$ cat config.mk
export PLATFORM = sky130hd
export DESIGN_NAME = regfile_scoreboard
export DESIGN_NICKNAME = d
export VERILOG_FILES = /design/src/rtl/regfile_pkg.sv /design/src/rtl/regfile_busy_tracker.sv /design/src/rtl/regfile_scoreboard.sv
export SDC_FILE = /design/constraint.sdc
export NUM_CORES = 2
export LEC_CHECK = 0
export BUFFER_PORTS_ARGS = -buffer_cell sky130_fd_sc_hd__buf_4
export CAP_MARGIN = 20
export CORE_AREA = 2 2 363 365
export DETAILED_ROUTE_END_ITERATION = 7
export DIE_AREA = 0 0 365 367
export GPL_ROUTABILITY_DRIVEN = 0
export PLACE_DENSITY = 0.63
export REMOVE_ABC_BUFFERS = 1
export SYNTH_ARGS = -nofsm -noshare
export SYNTH_HDL_FRONTEND = slang
export SYNTH_SLANG_ARGS = --single-unit
$ cat constraint.sdc
create_clock -name clk -period 8.7 [get_ports clk]
set_clock_uncertainty 0.2 [all_clocks]
set_input_delay 1.305 -clock clk [delete_from_list [all_inputs] [get_ports clk]]
set_output_delay 1.305 -clock clk [all_outputs]
set_load 0.03 [all_outputs]
$ cat src/rtl/regfile_pkg.sv
// Shared register-file types and default sizes for decode and write-back.
// Build option: define RF_BYPASS_EN for write-through forwarding on reads.
package regfile_pkg;

    localparam int RF_DATA_W   = 32;
    localparam int RF_ADDR_W   = 5;
    localparam int RF_NUM_READ = 2;
    localparam int RF_ZERO_IDX = 0;

    typedef logic [RF_ADDR_W-1:0] reg_addr_t;
    typedef logic [RF_DATA_W-1:0] reg_data_t;

endpackage

$ cat src/rtl/regfile_busy_tracker.sv
// Per-register busy bits: set on issue, clear on write-back, set wins.
// Register 0 never goes busy when ZERO_REG is enabled.
module regfile_busy_tracker
    import regfile_pkg::*;
#(
    parameter int ADDR_W   = RF_ADDR_W,
    parameter int NUM_READ = RF_NUM_READ,
    parameter int ZERO_REG = 1
) (
    input  logic                       clk,
    input  logic                       reset,
    input  logic                       set_en,
    input  logic [ADDR_W-1:0]          set_addr,
    input  logic                       clr_en,
    input  logic [ADDR_W-1:0]          clr_addr,
    input  logic [NUM_READ*ADDR_W-1:0] lk_addr,
    output logic [NUM_READ-1:0]        lk_busy
);

    localparam int NUM_REGS = 2 ** ADDR_W;

    logic [NUM_REGS-1:0] busy_q;

    // Update every busy bit; issue takes priority over write-back
    always_ff @(posedge clk) begin
        if (reset) begin
            busy_q <= '0;
        end else begin
            for (int i = 0; i < NUM_REGS; i++) begin
                if ((ZERO_REG != 0) && (i == RF_ZERO_IDX))
                    busy_q[i] <= 1'b0;
                else if (set_en && (set_addr == ADDR_W'(i)))
                    busy_q[i] <= 1'b1;
                else if (clr_en && (clr_addr == ADDR_W'(i)))
                    busy_q[i] <= 1'b0;
            end
        end
    end

    // Pre-update busy lookup for each read port
    always_comb begin
        lk_busy = '0;
        for (int k = 0; k < NUM_READ; k++)
            lk_busy[k] = busy_q[lk_addr[k*ADDR_W +: ADDR_W]];
    end

endmodule

$ cat src/rtl/regfile_scoreboard.sv
// Decode-stage register file with registered reads and busy scoreboard.
// Build option: RF_BYPASS_EN forwards same-cycle write-back data to reads.
module regfile_scoreboard
    import regfile_pkg::*;
#(
    parameter int DATA_W   = RF_DATA_W,
    parameter int ADDR_W   = RF_ADDR_W,
    parameter int NUM_READ = RF_NUM_READ,
    parameter int ZERO_REG = 1
) (
    input  logic                       clk,
    input  logic                       reset,
    input  logic                       stall_flag,
    input  logic [NUM_READ*ADDR_W-1:0] rd_addr,
    output logic [NUM_READ*DATA_W-1:0] rd_data,
    output logic [NUM_READ-1:0]        rd_busy,
    output logic                       hazard,
    input  logic                       issue_valid,
    input  logic [ADDR_W-1:0]          issue_addr,
    input  logic                       reg_wr,
    input  logic [ADDR_W-1:0]          reg_wr_addr,
    input  logic [DATA_W-1:0]          reg_wr_data
);

    localparam int NUM_REGS = 2 ** ADDR_W;

    logic [DATA_W-1:0]          regs [NUM_REGS];
    logic [NUM_READ-1:0]        busy_now;
    logic [NUM_READ*DATA_W-1:0] rd_data_d;
    logic [NUM_READ-1:0]        rd_busy_d;
    logic                       wr_ok;

    assign wr_ok = reg_wr &&
        !((ZERO_REG != 0) && (reg_wr_addr == ADDR_W'(RF_ZERO_IDX)));

`ifdef RF_BYPASS_EN
    logic set_ok;
    assign set_ok = issue_valid && !stall_flag &&
        !((ZERO_REG != 0) && (issue_addr == ADDR_W'(RF_ZERO_IDX)));
`endif

    regfile_busy_tracker #(
        .ADDR_W   (ADDR_W),
        .NUM_READ (NUM_READ),
        .ZERO_REG (ZERO_REG)
    ) u_busy (
        .clk      (clk),
        .reset    (reset),
        .set_en   (issue_valid && !stall_flag),
        .set_addr (issue_addr),
        .clr_en   (reg_wr),
        .clr_addr (reg_wr_addr),
        .lk_addr  (rd_addr),
        .lk_busy  (busy_now)
    );

    // Data array: cleared on reset, written by write-back regardless of stall
    always_ff @(posedge clk) begin
        if (reset) begin
            for (int i = 0; i < NUM_REGS; i++)
                regs[i] <= '0;
        end else if (wr_ok) begin
            regs[reg_wr_addr] <= reg_wr_data;
        end
    end

    // Next read values, optionally forwarding the in-flight write-back
    always_comb begin
        rd_data_d = '0;
        rd_busy_d = '0;
        for (int k = 0; k < NUM_READ; k++) begin
            rd_data_d[k*DATA_W +: DATA_W] = regs[rd_addr[k*ADDR_W +: ADDR_W]];
            rd_busy_d[k] = busy_now[k];
`ifdef RF_BYPASS_EN
            if (wr_ok && (reg_wr_addr == rd_addr[k*ADDR_W +: ADDR_W])) begin
                rd_data_d[k*DATA_W +: DATA_W] = reg_wr_data;
                rd_busy_d[k] = set_ok &&
                    (issue_addr == rd_addr[k*ADDR_W +: ADDR_W]);
            end
`endif
        end
    end

    // Registered read outputs, frozen while decode is stalled
    always_ff @(posedge clk) begin
        if (reset) begin
            rd_data <= '0;
            rd_busy <= '0;
            hazard  <= 1'b0;
        end else if (!stall_flag) begin
            rd_data <= rd_data_d;
            rd_busy <= rd_busy_d;
            hazard  <= |rd_busy_d;
        end
    end

endmodule

# == Word level (Yosys, flattened, before mapping) ==
# Memory sizes are Yosys's and may differ from the RTL's. A register that Yosys moved wholly into a read port is not among the register bits.
# Index checks and enable logic that the tools add are counted.
# W data, S select, Z words.
# word_totals
register_bits,35
ram_bits,1024
in_bits,57
wordCells,275
memories,1
# classes
order_cmp,2
n_eq_ne,62
muxes,74
n_reduce_logical,102
# mem_list
name,depth,width,rd,rd_ports_with_merged_regs,write_ports,line_no,text
regs,32,32,2,2,32,regfile_scoreboard.sv:27,logic [DATA_W-1:0] regs [NUM_REGS];
# ops
operator,count
$eq A5 B5 Y1 const B,32
$eq A5 B4 Y1 const B,16
$mux W1,70
$logic_and A1 B1 Y1,64
$reduce_bool A2 Y1,31
$eq A5 B3 Y1 const B,8
$mux W32,1
$reduce_or A32 Y1,1
$eq A5 B2 Y1 const B,4
$lt A5 B6 Y1 const B,2
$bmux W1 S5,2
$eq A5 B1 Y1 const B,2
$logic_not A5 Y1,1
$mux W5,1
$logic_not A1 Y1,4
$reduce_or A2 Y1,1

# == Logic depth before layout (Yosys ltp) ==
# depth
ltp_word,8
mapped_depth,8
ltp_nobuf,5

# == Cells and area by module ==
# A second synthesis with hierarchy kept.
# unflattened
hier_cells,4220
hier_area_um2,59550.9
# by_module_without_submodules
mod,instances,cells_each,area_per_inst_um2,seq_area_each_um2
regfile_scoreboard,1,3981,57676.6,32090.8
regfile_busy_tracker,1,239,1874.3,620.6

# == Worst setup path before layout ==
# OpenSTA, ideal clock, no wires.
# synth_path
kind,input-to-reg
startpoint,input reg_wr_addr[3]
endpoint,"memory regs[25][0] (netlist name), enable pin"
setup_time_ns,0.468
arrival_ns,4.296
t_required_ns,8.032
setup_slack_ns,3.736
path_stages,4
cell_sequence,clkbuf_1 > nor2b_1 > nand2_1 > o21ai_0
# synth_rtl
item,line_no,text
start: declaration,regfile_scoreboard.sv:21,"input logic [ADDR_W-1:0] reg_wr_addr,"
end: declaration,regfile_scoreboard.sv:27,

==> run metrics <==
unrepaired setup endpoints after global routing no; DR vias/cell 6.31; combinational power share 0.114; Final nets about 3800; final WL 187000 um; clock buffer count from CTS 117; port buffer count between 100 and 150; sw frac 0.245; largest net degree at the start of global routing 95; post-CTS setup buffer count 0; Placement Setup Slack 3.37 ns; Peak VDD IR 0.183 mV; Routed Antenna Nets 0; die area 134000 um^2; crit path cell chain buf_4 -> inv_2 -> buf_4 -> nand3_2 -> or3_1 -> nor3_4 -> buf_4 -> and2_1; worst path bufs/invs 4; Setup Total Neg Slack 0 ns; Worst-Skew Late Latency 0.74 ns; Ports 124; layout cells sized above 1 0.264; Hold Crit Class reg2reg; hold_ws 0.270 ns; Crit Path Max Fanout 40; Chip Height 367 um; syn avg cell area 15.6 um^2; period utilisation layout 0.537; most frequent CP cell buf_4; pwr dens 202 nW/um^2; crit path kind in2reg; Reg clk slew, reported paths 0.06 ns; worst-margin pin slew 1.19 ns; Initial DRT Pass Iterations 5; vias in the first global route 35600; Starting DRT DRC Count 4152; post_cts resized 0; CP startpoint kind input pin; post-synthesis sequential area ratio 0.562; ys async rst share 0; Synth Register Bits 1122; Core Box Area 130000 um^2; final worst path period need 4.67 ns; delay-heaviest family, CP simple AND/OR/NAND/NOR gates; initial antenna violation count 16; H-tree depth 3; Worst path slowest cell nor3_4; top_reg_cell synth edfxtp_1; Wirelength per Cell 33.7 um; first-pass GRT wire length 266000 um; FMAX about 210 MHz; via count 35100; overall routing resource usage 0.281; # setup viols final 0; Hold-fix buffers, CTS 0; Synth cell types 44; clk sinks 1122; CP peak stage delay 0.75 ns; arrival time worst endpoint 5.08 ns; Post-synth EDFFs 1024; Flop pwr share 0.486; # DRC 0; mapped cell area 58200 um^2; CTS tree yes; Clock power frac 0.400; Max-Cap Viols 0; most used routing layer met2; Critical Path RT 9.10 ns; hpwl dp between 100000 and 150000 um; Slew Viols, Final 0; Internal 9.88 mW; CTS root buf clkbuf_16; Synth warnings 0; Final WS setup 4.03 ns; Final Cell Area 64900 um^2; synthesized netlist cell count 3728; status complete, no violations; LEAKAGE 22.4 nW; GR Overflow Total 0; met1 Usage GRT 0.375; Initial Util 0.446; fin cells 5559; relative slew slack 0.209; sw power 3.21 mW; CTS Buffer Depth 3; placed inst area 60800 um^2; Inst Count DP 5334; Die X 365 um; Crit. End Element register; met3 Use GR 0.0507; Layout area overhead 11.4%; Rows 133; met2 usage 0.466; Hold Fails Final Rpt 0
[cells in the final DEF, fill, tap and decap left out, types with 8 or more instances in the layout]
master and instances:
buf_4 201, o21ai_4 24, clkbuf_16 122, dfxtp_1 98, and2_1 993, a32o_1 64
nor2b_1 8, o21ai_0 15, clkbuf_1 27, mux2i_1 261, o22ai_1 13, nand2b_1 10
conb_1 32, nor2_4 33, bufinv_16 11, clkbuf_8 20, clkinv_2 23, inv_1 16
buf_12 10, nand3_1 10, edfxtp_1 1024, nor2_1 12, nand2_1 35, a22oi_1 130
a21oi_1 15, mux4_2 524
[cell families (layout without fill, tap and decap cells)]
group           count (synthesis)  after routing  synth area share
simple gates                 1130           1130             0.118
mux                           788            788             0.248
flops                        1122           1122             0.562
compound gates                274            274            0.0356
buf+inv                       413            454            0.0367
other cells                     1             36         0.0000644
[stage by stage]
stage	utilization	total power, mW
floorplan	-	7.21
global placement	0.466	7.93
detailed placement	0.466	7.96
CTS	0.497	13.1
global route	0.497	13.4
finish	0.497	13.1
[worst paths after layout]
kind | endpoint | slack, ns | cells past startpoint | start
max | regs[16][1] | 4.03 | 8 | reset
min | rd_data[7] | 0.27 | 1 | rd_data[7]
max reg2reg | rd_data[5] | 6.63 | 4 | regs[4][5]
min reg2reg | rd_data[7] | 0.27 | 1 | rd_data[7]
[synth_stat cells (all sizes together) (2+ instances only)]
| cell | count | area (um^2) |
|---|---|---|
| edfxtp | 1024 | 30700 |
| and2 | 995 | 6220 |
| mux4 | 525 | 11800 |
| mux2i | 261 | 2610 |
| clkbuf | 254 | 972 |
| buf | 142 | 1100 |
| a22oi | 130 | 976 |
| dfxtp | 98 | 1960 |
| a32o | 64 | 641 |
| nor2 | 45 | 169 |
| nand2 | 42 | 158 |
| o21ai | 39 | 195 |
| inv | 17 | 63.8 |
| a21oi | 15 | 75.1 |
| nor2b | 13 | 81.3 |
| o22ai | 13 | 81.3 |
| nand3 | 11 | 60.1 |
| nand2b | 10 | 62.6 |
| o211ai | 5 | 37.5 |
| nor3 | 3 | 20.0 |
| or3 | 3 | 18.8 |
| a221oi | 2 | 17.5 |
| a31oi | 2 | 12.5 |
| mux2 | 2 | 22.5 |
| nor3b | 2 | 15.0 |
| o32ai | 2 | 17.5 |
[flip-flops by register name (all words and copies together) (netlist names)]
register and cells:
regs 1024, rd_data 64, hazard 1, rd_busy 2, u_busy.busy_q 31
[routing by layer]
layer	vias to the layer above	routed length, um
li1	14300	-
met1	18500	72400
met2	1824	91900
met3	367	16400
met4	10	6360
met5	-	67
[area by class of cell]
class                           instances  area [um^2]
Antenna cell                            4         10.0
Tap cell                             1755         2200
Inverter                               17         63.8
Timing Repair Buffer                  217         1800
Clock buffer                          170         3430
Multi-Input combinational cell       2224        24100
Fill cell                           10800        65600
Clock inverter                         50          554
Sequential cell                      1122        32700
[power by group through the flow]
stage | registers, mW | logic (mW) | clock network (mW)
after detailed placement | 6.47 | 1.49 | 0
after global placement | 6.45 | 1.48 | 0
after floorplan | 6.46 | 0.750 | 0
after CTS | 6.36 | 1.49 | 5.28
after global routing | 6.39 | 1.56 | 5.49
final | 6.36 | 1.49 | 5.24
Power figures use the tool's default switching activity.
